### src/rtl/bfp_normalizer_if.sv
// Clock/reset bundle and valid/ready/last handshake bundle used by bfp_normalizer.
interface clk_rstn_intrf;
  logic clk;
  logic rstn;

  modport slave (input clk, input rstn);
endinterface

interface axi_ctr_intrf;
  logic tvalid;
  logic tready;
  logic tlast;

  modport s_axis (input tvalid, input tlast, output tready);
  modport m_axis (output tvalid, output tlast, input tready);
endinterface

### src/rtl/bfp_normalizer.sv
// Block-floating-point normalizer: buffers a frame of samples, picks one shift code that is
// safe for every sample in the frame, then replays the frame with that common shift applied.
module bfp_normalizer #(
  parameter int unsigned width     = 8,
  parameter int unsigned shamtbits = 4,
  parameter int unsigned frame_len = 16
) (
  clk_rstn_intrf.slave        clk_rstn_i,
  axi_ctr_intrf.s_axis        s_axis,
  axi_ctr_intrf.m_axis        m_axis,
  input  logic [width-1:0]     data_i,
  input  logic [shamtbits-1:0] shamt_i,
  output logic [width-1:0]     data_o,
  output logic [shamtbits-1:0] blk_shamt_o
);

  localparam int unsigned AddrW = $clog2(frame_len);
  localparam int unsigned LW    = shamtbits - 1;

  if (!((width == 8 && shamtbits == 4) || (width == 16 && shamtbits == 5))) begin : g_bad_width
    $error("bfp_normalizer: (width, shamtbits) must be (8,4) or (16,5)");
  end
  if (frame_len < 2 || (frame_len & (frame_len - 1)) != 0) begin : g_bad_len
    $error("bfp_normalizer: frame_len must be a power of two >= 2");
  end

  typedef enum logic [0:0] {StCollect, StEmit} state_e;

  state_e               state_q, state_d;
  logic [AddrW-1:0]     wr_cnt_q, wr_cnt_d;
  logic [AddrW-1:0]     rd_cnt_q, rd_cnt_d;
  logic [AddrW-1:0]     last_idx_q, last_idx_d;
  logic                 any_r_q, any_r_d;
  logic [LW-1:0]        min_l_q, min_l_d;
  logic [shamtbits-1:0] blk_q, blk_d;
  logic                 s_tready_q, s_tready_d;
  logic                 m_tvalid_q, m_tvalid_d;
  logic                 m_tlast_q, m_tlast_d;
  logic [width-1:0]     data_q, data_d;
  logic [width-1:0]     buf_q [frame_len];

  logic             in_fire, out_fire, first, frame_close;
  logic             in_r, any_r_new;
  logic [LW-1:0]    in_l, min_l_new;
  logic [AddrW-1:0] rd_nxt;

  function automatic logic [width-1:0] apply_shift(input logic [width-1:0]     s,
                                                   input logic [shamtbits-1:0] c);
    if (c[LW]) begin
      return {s[width-1], s[width-1:1]};
    end
    return s << c[LW-1:0];
  endfunction

  assign in_fire     = s_axis.tvalid & s_tready_q;
  assign out_fire    = m_tvalid_q & m_axis.tready;
  assign first       = (wr_cnt_q == '0);
  assign frame_close = in_fire & (s_axis.tlast | (wr_cnt_q == AddrW'(frame_len - 1)));
  assign in_r        = shamt_i[LW];
  assign in_l        = shamt_i[LW-1:0];
  assign rd_nxt      = rd_cnt_q + AddrW'(1);

  // Frame statistics restart from the incoming sample at the head of each frame.
  assign any_r_new = first ? in_r : (any_r_q | in_r);
  assign min_l_new = (first || in_l < min_l_q) ? in_l : min_l_q;

  // State register
  always_ff @(posedge clk_rstn_i.clk or negedge clk_rstn_i.rstn) begin
    if (!clk_rstn_i.rstn) begin
      state_q <= StCollect;
    end else begin
      state_q <= state_d;
    end
  end

  // Next-state logic
  always_comb begin
    state_d = state_q;
    unique case (state_q)
      StCollect: if (frame_close) state_d = StEmit;
      StEmit:    if (out_fire && m_tlast_q) state_d = StCollect;
      default:   state_d = StCollect;
    endcase
  end

  // Datapath and registered-output next values
  always_comb begin
    wr_cnt_d   = wr_cnt_q;
    rd_cnt_d   = rd_cnt_q;
    last_idx_d = last_idx_q;
    any_r_d    = any_r_q;
    min_l_d    = min_l_q;
    blk_d      = blk_q;
    m_tlast_d  = m_tlast_q;
    data_d     = data_q;

    if (in_fire) begin
      wr_cnt_d = wr_cnt_q + AddrW'(1);
      any_r_d  = any_r_new;
      min_l_d  = min_l_new;
    end

    if (frame_close) begin
      wr_cnt_d   = '0;
      rd_cnt_d   = '0;
      last_idx_d = wr_cnt_q;
      blk_d      = any_r_new ? {1'b1, {LW{1'b0}}} : {1'b0, min_l_new};
      // Sample 0 may be arriving this very cycle (one-sample frame), so bypass the buffer.
      data_d     = apply_shift(first ? data_i : buf_q[0], blk_d);
      m_tlast_d  = first;
    end

    if (out_fire) begin
      if (m_tlast_q) begin
        rd_cnt_d  = '0;
        m_tlast_d = 1'b0;
      end else begin
        rd_cnt_d  = rd_nxt;
        data_d    = apply_shift(buf_q[rd_nxt], blk_q);
        m_tlast_d = (rd_nxt == last_idx_q);
      end
    end

    s_tready_d = (state_d == StCollect);
    m_tvalid_d = (state_d == StEmit);
  end

  always_ff @(posedge clk_rstn_i.clk or negedge clk_rstn_i.rstn) begin
    if (!clk_rstn_i.rstn) begin
      wr_cnt_q   <= '0;
      rd_cnt_q   <= '0;
      last_idx_q <= '0;
      any_r_q    <= 1'b0;
      min_l_q    <= '1;
      blk_q      <= '0;
      s_tready_q <= 1'b0;
      m_tvalid_q <= 1'b0;
      m_tlast_q  <= 1'b0;
      data_q     <= '0;
    end else begin
      wr_cnt_q   <= wr_cnt_d;
      rd_cnt_q   <= rd_cnt_d;
      last_idx_q <= last_idx_d;
      any_r_q    <= any_r_d;
      min_l_q    <= min_l_d;
      blk_q      <= blk_d;
      s_tready_q <= s_tready_d;
      m_tvalid_q <= m_tvalid_d;
      m_tlast_q  <= m_tlast_d;
      data_q     <= data_d;
    end
  end

  // Sample storage needs no reset; a discarded frame is simply overwritten.
  always_ff @(posedge clk_rstn_i.clk) begin
    if (in_fire) begin
      buf_q[wr_cnt_q] <= data_i;
    end
  end

  assign s_axis.tready = s_tready_q;
  assign m_axis.tvalid = m_tvalid_q;
  assign m_axis.tlast  = m_tlast_q;
  assign data_o        = data_q;
  assign blk_shamt_o   = blk_q;

endmodule

### src/flat_wrapper.sv
// flat-port wrapper written by rule: the top's interface ports become plain ports
module bfp_normalizer_flat 
#(
  parameter int unsigned width     = 8,
  parameter int unsigned shamtbits = 4,
  parameter int unsigned frame_len = 16
)
  (data_i, shamt_i, data_o, blk_shamt_o, clk_rstn_i_clk, clk_rstn_i_rstn, s_axis_tvalid, s_axis_tlast, s_axis_tready, m_axis_tvalid, m_axis_tlast, m_axis_tready);
  clk_rstn_intrf clk_rstn_i_i ();
  axi_ctr_intrf s_axis_i ();
  axi_ctr_intrf m_axis_i ();
  input  logic [width-1:0] data_i;
  input  logic [shamtbits-1:0] shamt_i;
  output logic [width-1:0] data_o;
  output logic [shamtbits-1:0] blk_shamt_o;
  input wire logic [$bits(clk_rstn_i_i.clk)-1:0] clk_rstn_i_clk;
  input wire logic [$bits(clk_rstn_i_i.rstn)-1:0] clk_rstn_i_rstn;
  input wire logic [$bits(s_axis_i.tvalid)-1:0] s_axis_tvalid;
  input wire logic [$bits(s_axis_i.tlast)-1:0] s_axis_tlast;
  output wire logic [$bits(s_axis_i.tready)-1:0] s_axis_tready;
  output wire logic [$bits(m_axis_i.tvalid)-1:0] m_axis_tvalid;
  output wire logic [$bits(m_axis_i.tlast)-1:0] m_axis_tlast;
  input wire logic [$bits(m_axis_i.tready)-1:0] m_axis_tready;
  assign clk_rstn_i_i.clk = clk_rstn_i_clk;
  assign clk_rstn_i_i.rstn = clk_rstn_i_rstn;
  assign s_axis_i.tvalid = s_axis_tvalid;
  assign s_axis_i.tlast = s_axis_tlast;
  assign s_axis_tready = s_axis_i.tready;
  assign m_axis_tvalid = m_axis_i.tvalid;
  assign m_axis_tlast = m_axis_i.tlast;
  assign m_axis_i.tready = m_axis_tready;
  bfp_normalizer #(.width(width), .shamtbits(shamtbits), .frame_len(frame_len)) u_core (.clk_rstn_i(clk_rstn_i_i), .s_axis(s_axis_i), .m_axis(m_axis_i), .data_i(data_i), .shamt_i(shamt_i), .data_o(data_o), .blk_shamt_o(blk_shamt_o));
endmodule
### config.mk
export PLATFORM = sky130hd
export DESIGN_NAME = bfp_normalizer_flat
export DESIGN_NICKNAME = d
export VERILOG_FILES = /design/src/rtl/bfp_normalizer_if.sv /design/src/rtl/bfp_normalizer.sv /design/src/flat_wrapper.sv
export SDC_FILE = /design/constraint.sdc
export NUM_CORES = 1
export LEC_CHECK = 0
export BUFFER_PORTS_ARGS = -buffer_cell sky130_fd_sc_hd__buf_2
export CAP_MARGIN = 20
export CORE_ASPECT_RATIO = 2
export CORE_UTILIZATION = 40
export DETAILED_ROUTE_END_ITERATION = 10
export SETUP_SLACK_MARGIN = 0.4
export SLEW_MARGIN = 40
export SYNTH_ARGS = -nofsm -noshare
export SYNTH_HDL_FRONTEND = slang
export SYNTH_SLANG_ARGS = --single-unit
### constraint.sdc
create_clock -name clk_rstn_i_clk -period 4.3 [get_ports clk_rstn_i_clk]
set_clock_uncertainty 0.1 [all_clocks]
set_input_delay 0.645 -clock clk_rstn_i_clk [delete_from_list [all_inputs] [get_ports clk_rstn_i_clk]]
set_output_delay 0.645 -clock clk_rstn_i_clk [all_outputs]
set_load 0.02 [all_outputs]
==> results.cfg, run 1 <==
[outcome]
outcome = finished, final reports clean

[critical_path]
cp-start-kind = flip-flop
crit_required_ps = 4470
cp_max_fo = 11
crit_arrival_ps = 3860
critPathKind = reg -> reg
cp-end-kind = flip-flop
rrSetupSlack_ps = 610

[floorplanning]
chipHeight_um = 195
rows = 70
dieArea_sq_um = 19100
start_util = 0.408
fp.coreArea_sq_um = 18200
chipWidth_um = 98.3
ios = 32

[synthesis]
yosysUniqueCellTypes = 70
synth_nets = 526
syn-cell-area_sq_um = 7420
yosysWarnings = 0
ys_ff_latch = 159
yosys_most_used_dff = edfxtp_1
async_flop_share = 0.195
synthCells = 502
yosysSeqAreaShare = 0.623
avgSynthCellArea_sq_um = 14.8
synth_edf_count = 128

[sta]
report.final.hold_viol_count = 0
drv_slew = 0
rsz0062_at_grt = no
maxSlewHeadroom = 0.401
finalCritPeriodShare = 0.859
tightest_slew_ps = 892
max_freq_ghz = 0.271
min_period_ps = 3690
setup_viol = 0
finalSetupTns_ps = 0

[finish]
multi_input_area_sq_um = 2630
seqCellArea_sq_um = 4620
fillers = 1591
fin_nets = 562
stdcell_count = 766
drive_gt1_frac = 0.240
syn_to_final_growth_pct = 13.3
n_antenna_cell = 0

[power]
total_power_uw = 5730
comb_power_share = 0.384
switching_share = 0.367
internal_power_uw = 3630
ir_drop_uv = 268
p_sw_uw = 2100
clockPowerShare = 0.262
p_seq_frac = 0.354
cellPowerDensity_nw_per_um2 = 681
leakagePower_uw = 0.00288

[global_routing]
grt_max_degree = 35
grt_use_total = 0.201
grt_pass1_vias = 4741
grt_pass1_wl_mm = 27.7
antenna_found_initial = 0
grt_overflow = 0

[clocking]
path_clk_slew_ps = 70
clkLatencyLatePin_ps = 430
clockBufferDepth = 2
numCtsBuffers = 17
clock_sinks = 159
cts.hold.buffers_added = 0
htree_levels = 4
cts-root-buf = clkbuf_16
cts_tree = done

[placed_design]
hpwlAfterDp_mm = 13.2
port_buffers = 31
placedCellCount = 733
place_congestion = 0.915

[route]
viasPerCell = 5.93
via_count = 4546
initialDrtViolationCount = 227
wl_per_cell_um = 23.7
first_pass_iters = 7
finalWirelength_mm = 18.2
drc = 0
antenna_left = 0

[hold_path]
hold_class = in -> async

[run]
cap_violations = 0
-- cells in the final DEF (no fill, tap or decap), drive strengths merged, types with 12 or more instances in the layout --
| master | n |
|---|---|
| mux2 | 12 |
| inv | 16 |
| dfrtp | 28 |
| o22ai | 13 |
| clkbuf | 18 |
| nand2 | 46 |
| edfxtp | 128 |
| mux2i | 32 |
| o21ai | 22 |
| buf | 43 |
| a21oi | 18 |
| mux4 | 29 |
| nor2 | 25 |
-- logic make-up (layout without fill, tap and decap cells) --
group | Yosys count | after routing | synth area share
DFF | 159 | 159 | 0.623
AOI/OAI and AO/OA | 111 | 111 | 0.106
and+or+nand+nor | 107 | 107 | 0.0667
muxes | 73 | 73 | 0.152
buffers and inverters | 37 | 85 | 0.0290
xor gates and xnor gates | 8 | 8 | 0.0115
adders and majority gates | 7 | 7 | 0.0118
-- cells in the mapped netlist, types with 8 or more instances --
master    count  share of area
nor3_1        8         0.0054
mux2_2       12          0.018
nand2b_1      8         0.0067
o22ai_1      13          0.011
a21oi_1      17          0.011
dfrtp_1      28          0.094
inv_1        11         0.0056
mux4_2       23          0.070
o21ai_0      19          0.013
mux2i_1      32          0.043
nor2_1       25          0.013
nand2_1      45          0.023
edfxtp_1    128           0.52
clkbuf_1     11         0.0056
-- critical path, cell delays in order (launching register included) --
cell      delay [ps]
dfrtp_1          420
inv_1            150
ha_1             220
or3b_4           490
a21oi_4          220
nand4_1          260
nand2_2          250
mux4_1           370
mux2_2           290
a311oi_1         570
o22ai_1          190
-- metal layers --
metal  track usage  wire length (um)  up-vias
met1         0.188              6040     2328
met4         0.114               796        0
met3        0.0342               503       39
met5             0                 0        -
li1              -                 -     2057
met2         0.396             10800      122
-- path summary, 6_finish.rpt --
check | startpoint | endpoint | cells past startpoint
setup / recovery | u_core.wr_cnt_q[0] | u_core.data_o[3] | 10
hold / removal | clk_rstn_i_rstn | u_core.any_r_q | 1
setup reg to reg | u_core.wr_cnt_q[0] | u_core.data_o[3] | 10
hold reg to reg | u_core.min_l_q[2] | u_core.min_l_q[2] | 2
max in group asynchronous | clk_rstn_i_rstn | u_core.min_l_q[1] | 1
min in group clk_rstn_i_clk | s_axis_tlast | u_core.wr_cnt_q[2] | 2
-- final cells by class --
cell class,instances,share of cell area
inverters,11,0.00491
well taps,216,0.0321
flip-flops and latches,159,0.550
repair buffers,43,0.0309
multi-input cells,306,0.313
clock inverters,13,0.0186
clock buffers,18,0.0510
-- sequential cells by signal, indices dropped and copies added (netlist names) --
signal and count:
u_core.s_axis.tready 1, u_core.any_r_q 1, u_core.buf_q 128, u_core.m_axis.tlast 1, u_core.rd_cnt_q 4, u_core.min_l_q 3
u_core.wr_cnt_q 4, u_core.blk_shamt_o 4, u_core.state_q 1, u_core.last_idx_q 4, u_core.data_o 8
-- repair_timing --
action                     CTS  global route
setup endpoints to repair    1             0
gates resized for setup      0             0
buffers inserted             2             0
-- power by group through the flow --
| stage | Clock, uW | Sequential [uW] | Combinational, uW |
|---|---|---|---|
| finish | 1500 | 2030 | 2200 |
| global route | 1580 | 2050 | 2370 |
| CTS | 1530 | 2030 | 2200 |
| detailed placement | 0 | 2060 | 2180 |
| global placement | 0 | 2050 | 2140 |
| floorplan | 0 | 2050 | 1580 |
-- stage by stage --
| step | hold slack [ps] | setup slack [ps] | utilization | instance area (sq um) |
|---|---|---|---|---|
| global placement | 382 | 462 | 0.427 | 7780 |
| detailed placement | 391 | 382 | 0.428 | 7800 |
| global route | 78.1 | 547 | 0.462 | 8410 |
| floorplan | 249 | 1430 | - | 7420 |
| CTS | 205 | 723 | 0.461 | 8400 |
| finish | 59.9 | 605 | 0.462 | 8410 |
Power figures use the tool's default switching activity.
==> run 2: changes to the inputs <==
- CORE_MARGIN: default -> 5
- SLEW_MARGIN: 40 -> default
==> run 2 against run 1 <==
Compared with the run above: via count down 1.9%; non-clock buffer count up 2; combinational power about the same; utilization down 0.67 points; sequential share of layout area up 0.54 points; count of clock-buffer cells in the layout unchanged; worst hold slack better by 140 ps; sequential power about the same; final cell count up 0.39%; first-iteration DRC count down 5.3%; critical path type unchanged; largest cell class unchanged.
==> results.cfg, run 2 (synthesized netlist as in run 1, its figures left out) <==
[route]
finalWirelength_mm = 17.9
wl_per_cell_um = 23.3
antenna_left = 0
initialDrtViolationCount = 215
viasPerCell = 5.80
drc = 0
first_pass_iters = 4
via_count = 4461

[clocking]
cts-resized-gates = 0
cts_tree = done
clockBufferDepth = 2
clock_sinks = 159
numCtsBuffers = 17
htree_levels = 4
cts-root-buf = clkbuf_16
clkLatencyLatePin_ps = 420
post_cts_buffers = 0
cts.hold.buffers_added = 0
path_clk_slew_ps = 70

[global_routing]
grt_pass1_wl_mm = 27.4
antenna_found_initial = 0
grt_overflow = 0
grt_max_degree = 35
grt_use_total = 0.173
grt_pass1_vias = 4772

[sta]
max_freq_ghz = 0.285
drv_slew = 0
finalCritPeriodShare = 0.817
maxSlewHeadroom = 0.378
hold-worst-slack_ps = 201
finalSetupTns_ps = 0
setup_viol = 0
min_period_ps = 3510
setup_ws_ps = 787
tightest_slew_ps = 930
report.final.hold_viol_count = 0
rsz0062_at_grt = no

[critical_path]
critPathKind = reg -> reg
max_stage_delay_ps = 500
critPathSlowestCell = or3b_4
crit_chain = inv_1 > ha_1 > or3b_4 > a21oi_4 > nand4_1 > nand2_2 > mux4_1 > mux2_2 > a311oi_1 > o22ai_1
critPathBufInv = 1
cp-start-kind = flip-flop
cp.depth = 10
cp-end-kind = flip-flop
cp_max_fo = 11
rr_worst_depth = 10
rrSetupSlack_ps = 790
crit_required_ps = 4490
critPathTopFamily = simple AND/OR/NAND/NOR gates
crit_arrival_ps = 3700

[placed_design]
dp_slack_ps = 791
hpwlAfterDp_mm = 13.6
port_buffers = 31
placedCellCount = 737
place_congestion = 0.891

[floorplanning]
rows = 70
dieArea_sq_um = 21600
fp.coreArea_sq_um = 18300
start_util = 0.406
chipWidth_um = 106
ios = 32
chipHeight_um = 203

[finish]
fin_nets = 564
largest_reg_flops = 128
n_antenna_cell = 0
top_register = u_core.buf_q
layout_commonest_cell = edfxtp_1
drive_gt1_frac = 0.221
layout_common_cells = edfxtp_1, nand2_1, mux2i_1, buf_2, dfrtp_1
stdcell_count = 769
fillers = 1601
syn_to_final_growth_pct = 12.2

[power]
leakagePower_uw = 0.00287
cellPowerDensity_nw_per_um2 = 667
ir_drop_uv = 286

[hold_path]
hold_class = in -> async

[outcome]
outcome = finished, final reports clean

[run]
cap_violations = 0
run 2: cell types whose count changed in the layout (fill, tap and decap cells not counted), moves of 2 or more:
cell       delta
buf_4         +2
nor2_1        +9
bufinv_16     -2
nor2_2        -9
clkinv_1      +3
run 2: per-layer routing:
layer,share of wire,GRT usage,vias up
met3,0.031,0.0309,37
li1,-,-,2066
met1,0.33,0.158,2230
met2,0.60,0.344,128
met5,0,0,-
met4,0.045,0.0973,0
run 2: through the flow:
step	util	area (sq um)	power [uW]
final	0.455	8330	5560
after global routing	0.455	8330	5850
after CTS	0.455	8330	5610
after detailed placement	0.426	7790	4230
after global placement	0.426	7790	4220
after floorplan	-	7420	3630
run 2: report_power, final:
part	internal, uW	switching, uW
combinational	905	1270
sequential	1850	174
clock	747	618
run 2: worst paths after layout:
path                                 startpoint              endpoint
max                          u_core.wr_cnt_q[0]      u_core.data_o[2]
min                             clk_rstn_i_rstn  u_core.last_idx_q[3]
max reg2reg                  u_core.wr_cnt_q[0]      u_core.data_o[2]
min reg2reg                   u_core.min_l_q[2]     u_core.min_l_q[2]
max in group asynchronous       clk_rstn_i_rstn    u_core.rd_cnt_q[0]
min in group clk_rstn_i_clk        s_axis_tlast    u_core.wr_cnt_q[2]
run 2: layout make-up:
| class | count | area [sq um] | area share |
|---|---|---|---|
| clock buffer | 18 | 429 | 0.0515 |
| clock inverter | 14 | 109 | 0.0131 |
| inverter | 11 | 41.3 | 0.00496 |
| multi-input combinational | 306 | 2600 | 0.312 |
| sequential | 159 | 4620 | 0.555 |
| tap | 216 | 270 | 0.0324 |
| timing repair buffer | 45 | 260 | 0.0312 |
==> run 3: changes to the inputs <==
- ABC_AREA: default -> 1
- clock period: 4.3 -> 3.7 ns (I/O delays scaled with it)
==> run 3 against run 2 <==
Compared with the run above: utilization fell by 0.12 points; maximum frequency rose by 26%; critical endpoint is now u_core.data_o[7]; sequential cell count did not move; sequential share of layout area fell by 1.7 points; area after synthesis rose by 3.6%; largest cell class unchanged; clock power rose by 26%; critical path depth rose by 2; cell area rose by 3.1%; highest routed layer unchanged.
==> results.cfg, run 3 <==
[route]
drc = 0
viasPerCell = 5.26
antenna_left = 0
via_count = 5701
finalWirelength_mm = 21.9
initialDrtViolationCount = 421
wl_per_cell_um = 20.2
first_pass_iters = 5

[sta]
drv_slew = 0
hold-worst-slack_ps = 98.5
tightest_slew_ps = 930
rsz0062_at_grt = no
report.final.hold_viol_count = 0
finalSetupTns_ps = 0
maxSlewHeadroom = 0.378
setup_viol = 0
finalCritPeriodShare = 0.751
min_period_ps = 2780
max_freq_ghz = 0.360

[critical_path]
cp_max_fo = 14
cp-start-kind = flip-flop
setup.worst_path.end = u_core.data_o[7]
crit_arrival_ps = 3050
cp-end-kind = flip-flop
rrSetupSlack_ps = 920
crit_required_ps = 3980
critPathKind = reg -> reg
r2r-start = u_core.wr_cnt_q[0]
rr_worst_depth = 12
r2r-end = u_core.data_o[7]
startpoint = u_core.wr_cnt_q[0]

[power]
cellPowerDensity_nw_per_um2 = 827
leakagePower_uw = 0.00341
ir_drop_uv = 311

[outcome]
outcome = finished, final reports clean

[clocking]
htree_levels = 4
cts_tree = done
clock_sinks = 159
clkLatencyLatePin_ps = 430
cts.hold.buffers_added = 0
path_clk_slew_ps = 70
cts-root-buf = clkbuf_16
cts-resized-gates = 0
post_cts_buffers = 0
clockBufferDepth = 2
numCtsBuffers = 17

[global_routing]
grt_overflow = 0
grt_max_degree = 43
grt_pass1_vias = 5639
grt_pass1_wl_mm = 32.5
antenna_found_initial = 0
grt_use_total = 0.202

[synthesis]
synth_area_leader_cell = edfxtp_1
synthCells = 786
yosysMostFrequentCell = nand2_1
syn-cell-area_sq_um = 7690
synth_area_leaders = edfxtp_1, nand2_1, dfrtp_1
netlist.area_leader.share = 0.500
async_flop_share = 0.195
synth_top_cells_by_count = nand2_1, edfxtp_1, nor2_1, nand3_1, inv_1
yosysWarnings = 0
yosysUniqueCellTypes = 44
synth_nets = 810
ys_ff_latch = 159
yosys_most_used_dff = edfxtp_1
avgSynthCellArea_sq_um = 9.78
yosysSeqAreaShare = 0.601
synth_edf_count = 128

[finish]
top_register = u_core.buf_q
drive_gt1_frac = 0.143
largest_reg_flops = 128
multi_input_area_sq_um = 2600
layout_commonest_cell = nand2_1
fillers = 1822
syn_to_final_growth_pct = 11.7
seqCellArea_sq_um = 4620
fin_nets = 839
n_antenna_cell = 0
layout_common_cells = nand2_1, edfxtp_1, nor2_1, nand3_1, inv_1

[floorplanning]
ios = 32
start_util = 0.406
chipHeight_um = 206
rows = 71
fp.coreArea_sq_um = 18900
dieArea_sq_um = 22300
chipWidth_um = 108

[hold_path]
hold_class = in -> async

[placed_design]
hpwlAfterDp_mm = 15.9
place_congestion = 0.908
port_buffers = 31

[run]
cap_violations = 0
[run 3: cell count changes after synthesis, sizes merged, moves of 8 or more]
cell,delta
mux2,-12
nor2,+76
inv,+47
nand2,+149
o21ai,+37
nand2b,-8
buf,+10
mux4,-29
nand3,+108
o22ai,-12
mux2i,-32
nand4,+9
[run 3: layout make-up]
class,instances,area share
timing repair buffer,44,0.0294
tap,255,0.0371
clock inverter,14,0.0162
inverter,60,0.0262
multi-input combinational,533,0.303
clock buffer,18,0.0500
sequential,159,0.538
[run 3: metrics by stage]
stage                     cell area [sq um]  setup WS, ps  utilization  instances  total power, uW
final                                  8590           922        0.454       1083             7100
after global routing                   8590           747        0.454       1083             7500
after CTS                              8590           917        0.454       1083             7130
after detailed placement               8020           935        0.424       1051             5420
after global placement                 8020           899        0.424       1051             5430
after floorplan                        7690          1590            -        786             4540
[run 3: how the worst min path moves through the flow]
stage	start	end	cells after the start
floorplan	clk_rstn_i_rstn	u_core.any_r_q	0
global placement	u_core.last_idx_q[2]	u_core.last_idx_q[2]	2
detailed placement	u_core.last_idx_q[2]	u_core.last_idx_q[2]	2
CTS	clk_rstn_i_rstn	u_core.data_o[4]	1
global route	clk_rstn_i_rstn	u_core.data_o[5]	1
finish	clk_rstn_i_rstn	u_core.blk_shamt_o[3]	1
[run 3: critical path, cell delays in order, from the launching register on]
cell and delay, ps:
dfrtp_1 400, inv_1 160, ha_1 260, nand3_4 220, a21oi_4 420, nand3_2 310
inv_2 210, nand3_1 110, o21ai_1 180, nand3_1 180, nand3_2 90, nand2_1 50
inv_1 40
[run 3: layer usage]
| layer | GRT usage | share of wire | up-vias |
|---|---|---|---|
| met4 | 0.123 | 0.053 | 0 |
| met2 | 0.394 | 0.57 | 160 |
| met1 | 0.193 | 0.34 | 2767 |
| li1 | - | - | 2724 |
| met5 | 0 | 0 | - |
| met3 | 0.0259 | 0.033 | 50 |
[run 3: cells by family after synthesis]
kind of cell	Yosys count	share of synthesized area
AND/OR/NAND/NOR	424	0.247
flip-flops	159	0.601
AO/OA/AOI/OAI	96	0.0706
buffers and inverters	94	0.0605
adder cells (fa/ha/maj)	7	0.0114
XOR/XNOR	6	0.00879
[run 3: power breakdown]
| part | switching [uW] | internal [uW] |
|---|---|---|
| registers | 175 | 2170 |
| logic | 2150 | 897 |
| clock network | 718 | 991 |
